## config.mk

```make
export PLATFORM = sky130hd
export DESIGN_NAME = alu_sequencer
export DESIGN_NICKNAME = d
export VERILOG_FILES = /design/src/rtl/alu_sequencer.sv
export SDC_FILE = /design/constraint.sdc
export NUM_CORES = 1
export LEC_CHECK = 0
export CAP_MARGIN = 0
export CORE_AREA = 2 2 39 41
export CTS_CLUSTER_DIAMETER = 40
export DETAILED_ROUTE_END_ITERATION = 8
export DIE_AREA = 0 0 41 43
export GPL_TIMING_DRIVEN = 0
export HOLD_SLACK_MARGIN = 0.05
export RECOVER_POWER = 25
export SETUP_SLACK_MARGIN = 0.02
export SKIP_LAST_GASP = 1
export SLEW_MARGIN = 20
export SYNTH_ARGS = -nofsm -noshare
export SYNTH_HDL_FRONTEND = slang
export SYNTH_SLANG_ARGS = --single-unit
```

## constraint.sdc

```tcl
create_clock -name clk -period 2.8 [get_ports clk]
set_clock_uncertainty 0.05 [all_clocks]
set_input_delay 0.42 -clock clk [delete_from_list [all_inputs] [get_ports clk]]
set_output_delay 0.42 -clock clk [all_outputs]
set_load 0.02 [all_outputs]
```

## src/rtl/alu_sequencer.sv

```systemverilog
// Multi-cycle control FSM for the ALU datapath. It drives the operand-load, execute and
// iterate strobes, the result-mux select, and a done pulse that coincides with the write.
`timescale 1ns/1ps

module alu_sequencer #(
  parameter int unsigned WIDTH = 8,
  localparam int unsigned CNT_W = $clog2(WIDTH)
) (
  input  logic             clk,
  input  logic             rst,
  input  logic             start,
  input  logic [1:0]       opcode,
  input  logic             abort,
  output logic             busy,
  output logic             load_ops,
  output logic             exec_en,
  output logic             sub_en,
  output logic             iter_en,
  output logic [CNT_W-1:0] count,
  output logic [1:0]       res_sel,
  output logic             write_en,
  output logic             done
);

  localparam logic [1:0] OpSub = 2'b01;
  localparam logic [CNT_W-1:0] LastIter = CNT_W'(WIDTH - 1);

  typedef enum logic [2:0] {StIdle, StLoad, StExec, StIter, StWrite} state_e;

  state_e           state_q, state_d;
  logic [CNT_W-1:0] count_q, count_d;
  logic [1:0]       op_q, op_d;

  always_ff @(posedge clk or posedge rst) begin
    if (rst) begin
      state_q <= StIdle;
      count_q <= '0;
      op_q    <= 2'b00;
    end else begin
      state_q <= state_d;
      count_q <= count_d;
      op_q    <= op_d;
    end
  end

  // The counter defaults to zero so it only ever shows a non-zero value while in ITER.
  always_comb begin
    state_d = state_q;
    count_d = '0;
    op_d    = op_q;
    unique case (state_q)
      StIdle: begin
        if (start) begin
          state_d = StLoad;
          op_d    = opcode;
        end
      end
      StLoad: begin
        if (abort)        state_d = StIdle;
        else if (op_q[1]) state_d = StIter;
        else              state_d = StExec;
      end
      StExec: begin
        state_d = abort ? StIdle : StWrite;
      end
      StIter: begin
        if (abort) begin
          state_d = StIdle;
        end else if (count_q == LastIter) begin
          state_d = StWrite;
        end else begin
          count_d = count_q + CNT_W'(1);
        end
      end
      StWrite: begin
        state_d = StIdle;
      end
      default: begin
        state_d = StIdle;
      end
    endcase
  end

  always_comb begin
    busy     = (state_q != StIdle);
    load_ops = (state_q == StLoad);
    exec_en  = (state_q == StExec);
    iter_en  = (state_q == StIter);
    write_en = (state_q == StWrite);
    done     = (state_q == StWrite);
    sub_en   = (op_q == OpSub);
    res_sel  = op_q;
    count    = count_q;
  end

endmodule

```

==> qor.yml <==
outcome: "finished, final reports clean"
period_share_pct: 80.53
power_density_nw_per_um2: 886.4
number_of_synthesized_flops_with_an_enable_pin: 0
area_growth_syn_to_layout_pct: 53.12
finalPower_mw: 0.5434
nNetsFinal: 64
internal-power_mw: 0.3413
min_path_type: "flop to flop"
ioPinCount: 18
mappedNetlistNets: 42
routabilityCongestion: 0.6651
die_area_um2: 1763
port_buffers: 17
finalHoldViolCount: 0
antenna_cells_inserted: 0
total_negative_setup_slack_ns: 0
fillerInstances: 138
grt_first_pass_wirelength_um: 1283
slew-limit-headroom_pct: 76.93
detailed_route_wire_length_um: 798
cts.clk_slew.worst_paths_ns: 0.06
syn-instance-count: 34
report.final.setup_viol: 0
worst_r2r_path_depth: 2
share_clk_of_total_power_pct: 16.4
startpoint_class_of_the_critical_path: "flop"
net-switching-power_mw: 0.2021
timing.critical_path.required_ns: 2.33
maximum_number_of_pins_on_one_net_before_global_route_repair: 10
first_global_vias: 309
power.share.combinational_pct: 48.9
finish.utilization_pct: 44.30
regToRegEndpoint: "res_sel[0]"
yosysSeqAreaShare_pct: 50.00
track_usage_pct: 11.68
htree_num_levels: 1
synth.yosys.warnings: 0
unrepaired_setup_endpoints_after_global_routing: "no"
hold_buffers: 0
rrSetupSlack_ns: 1.44
gr-total-overflow: 0
cts_repair_resize_count: 0
max-clock-path-buffers: 2
clock_latency_ns: 0.25
vdd_ir_drop_max_mv: 0.3304
synth_ff_type: "sky130_fd_sc_hd__dfrtp_1"
crit_start: "state_q[1]"
yosysUniqueCellTypes: 20
clock.fmax_mhz: 443.5
power.sequential.fraction_pct: 34.7
cp_max_fo: 9
num_vias: 317
start_util_pct: 28.93
detail_route.wl_per_cell_um: 11.40
core_ar_um2: 1384
fp.dieH_um: 43
cts_num_sinks: 8
share_of_yosys_cell_area_claimed_by_the_top_area_cell_type_pct: 50.00
synth_top_cells_by_area: "sky130_fd_sc_hd__dfrtp_1 50%, sky130_fd_sc_hd__ha_1 6.3%, sky130_fd_sc_hd__nor4b_4 5.9%"
drtAntennaViolNets: 0
setup.worst_path.class: "flop to primary output"
slew_viol_final: 0
antenna_found_initial: 0
synth-seq-cells: 8
final_layout_size_suffix_gt1_share_pct: 20.37
average_footprint_of_a_synthesized_cell_um2: 11.78
maxcap_violations: 0
drt-pass1-iter-count: 3
timing.critical_path.to: "write_en"
post-cts-setup-buffers: 0
crit-reg2reg-launch: "state_q[2]"
num_rows: 14
viasPerCell: 4.529
critical_path.endpoint_type: "primary output"
period_minus_slack_ns: 2.255
die_width_um: 41
synth_async_sr_flop_share_pct: 100.0
hpwlAfterDp_um: 590.2
power_switching_share_pct: 37.19
arrival_time_at_the_worst_endpoint_ns: 1.78
post-synth-top-area-cell: "sky130_fd_sc_hd__dfrtp_1"
cts-root-buf: "sky130_fd_sc_hd__clkbuf_4"
number_of_clock_buffers_inserted_by_tritoncts: 3
drc_violation_count_after_routing: 0
post_syn_area_um2: 400.4
tritoncts: "yes"
power.leakage_nw: 0.2734
drt_iter0_markers: 10
worst_slew_pin_slew_ns: 0.3453
## cells in the final DEF (no fill, tap or decap)
master | synthesis | layout
sky130_fd_sc_hd__clkdlybuf4s50_1 | 0 | 16
sky130_fd_sc_hd__a31o_2 | 1 | 1
sky130_fd_sc_hd__or3_2 | 1 | 1
sky130_fd_sc_hd__nand2b_1 | 1 | 1
sky130_fd_sc_hd__buf_4 | 1 | 1
sky130_fd_sc_hd__mux2_2 | 2 | 2
sky130_fd_sc_hd__and2_1 | 1 | 1
sky130_fd_sc_hd__nand2b_2 | 1 | 1
sky130_fd_sc_hd__or2_2 | 1 | 1
sky130_fd_sc_hd__nor2b_1 | 2 | 2
sky130_fd_sc_hd__nor4b_1 | 1 | 1
sky130_fd_sc_hd__and3_1 | 1 | 1
sky130_fd_sc_hd__nor4_1 | 1 | 1
sky130_fd_sc_hd__nor2_1 | 2 | 2
sky130_fd_sc_hd__dlygate4sd3_1 | 0 | 1
sky130_fd_sc_hd__nand2_1 | 1 | 1
sky130_fd_sc_hd__ha_1 | 2 | 2
sky130_fd_sc_hd__nor4b_4 | 1 | 1
sky130_fd_sc_hd__clkbuf_4 | 0 | 3
sky130_fd_sc_hd__nor3b_1 | 2 | 2
sky130_fd_sc_hd__dfrtp_1 | 8 | 8
sky130_fd_sc_hd__nor3_1 | 2 | 2
sky130_fd_sc_hd__inv_1 | 2 | 2
## registers in the layout, indices dropped and copies added, names as in the netlist
signal,count
res_sel,2
state_q,3
count,3
## final cells by class
type | count | area (µm²) | share of cell area (%)
Buffer | 1 | 7.507 | 1.224
Clock buffer | 3 | 22.52 | 3.673
Inverter | 2 | 7.507 | 1.224
Multi-Input combinational cell | 23 | 185.2 | 30.20
Sequential cell | 8 | 200.2 | 32.65
Tap cell | 16 | 20.02 | 3.265
Timing Repair Buffer | 17 | 170.2 | 27.76
## Yosys cell counts, drive strengths merged (2+ instances only)
| cell type | number |
|---|---|
| dfrtp | 8 |
| ha | 2 |
| inv | 2 |
| mux2 | 2 |
| nand2b | 2 |
| nor2 | 2 |
| nor2b | 2 |
| nor3 | 2 |
| nor3b | 2 |
| nor4b | 2 |
## stage by stage
step	worst slack [ns]	area, µm²	std cells	hold slack (ns)
after global routing	0.4450	613.1	70	0.4349
after CTS	0.5248	613.1	70	0.3670
after global placement	0.8534	590.6	67	0.4156
after floorplan	1.016	400.4	34	0.1857
final	0.5452	613.1	70	0.4210
after detailed placement	0.8169	590.6	67	0.4189
## metal layers
metal	share of wire, %	GRT usage [%]
met4	0	12.00
met3	5.0	3.141
met2	49	15.94
met1	46	13.33
met5	0	0
## kinds of logic after synthesis
family / share of synthesized area, %
DFF: 50.00
muxes: 5.625
AOI/OAI and AO/OA: 2.188
adders and majority gates: 6.249
and+or+nand+nor: 32.19
buffers and inverters: 3.751
## worst min path at each step
stage / from / end / slack, ns / cells after the start
floorplan: rst / count[0] / 0.19 / 1
global placement: count[0] / count[0] / 0.42 / 1
detailed placement: count[0] / count[0] / 0.42 / 1
CTS: rst / res_sel[0] / 0.37 / 2
global route: count[0] / count[0] / 0.43 / 1
finish: count[0] / count[0] / 0.42 / 1
## critical path: stages (launching register included)
cell and delay, ns:
sky130_fd_sc_hd__dfrtp_1 0.49, sky130_fd_sc_hd__nor3b_1 0.30, sky130_fd_sc_hd__buf_4 0.15, sky130_fd_sc_hd__clkdlybuf4s50_1 0.59
## power by group through the flow
| stage | logic (mW) | registers (mW) | clock network, mW |
|---|---|---|---|
| floorplan | 0.137 | 0.201 | 0 |
| global placement | 0.266 | 0.189 | 0 |
| detailed placement | 0.269 | 0.191 | 0 |
| CTS | 0.270 | 0.189 | 0.0942 |
| global route | 0.286 | 0.195 | 0.101 |
| finish | 0.266 | 0.189 | 0.0893 |
Power figures use the tool's default switching activity.
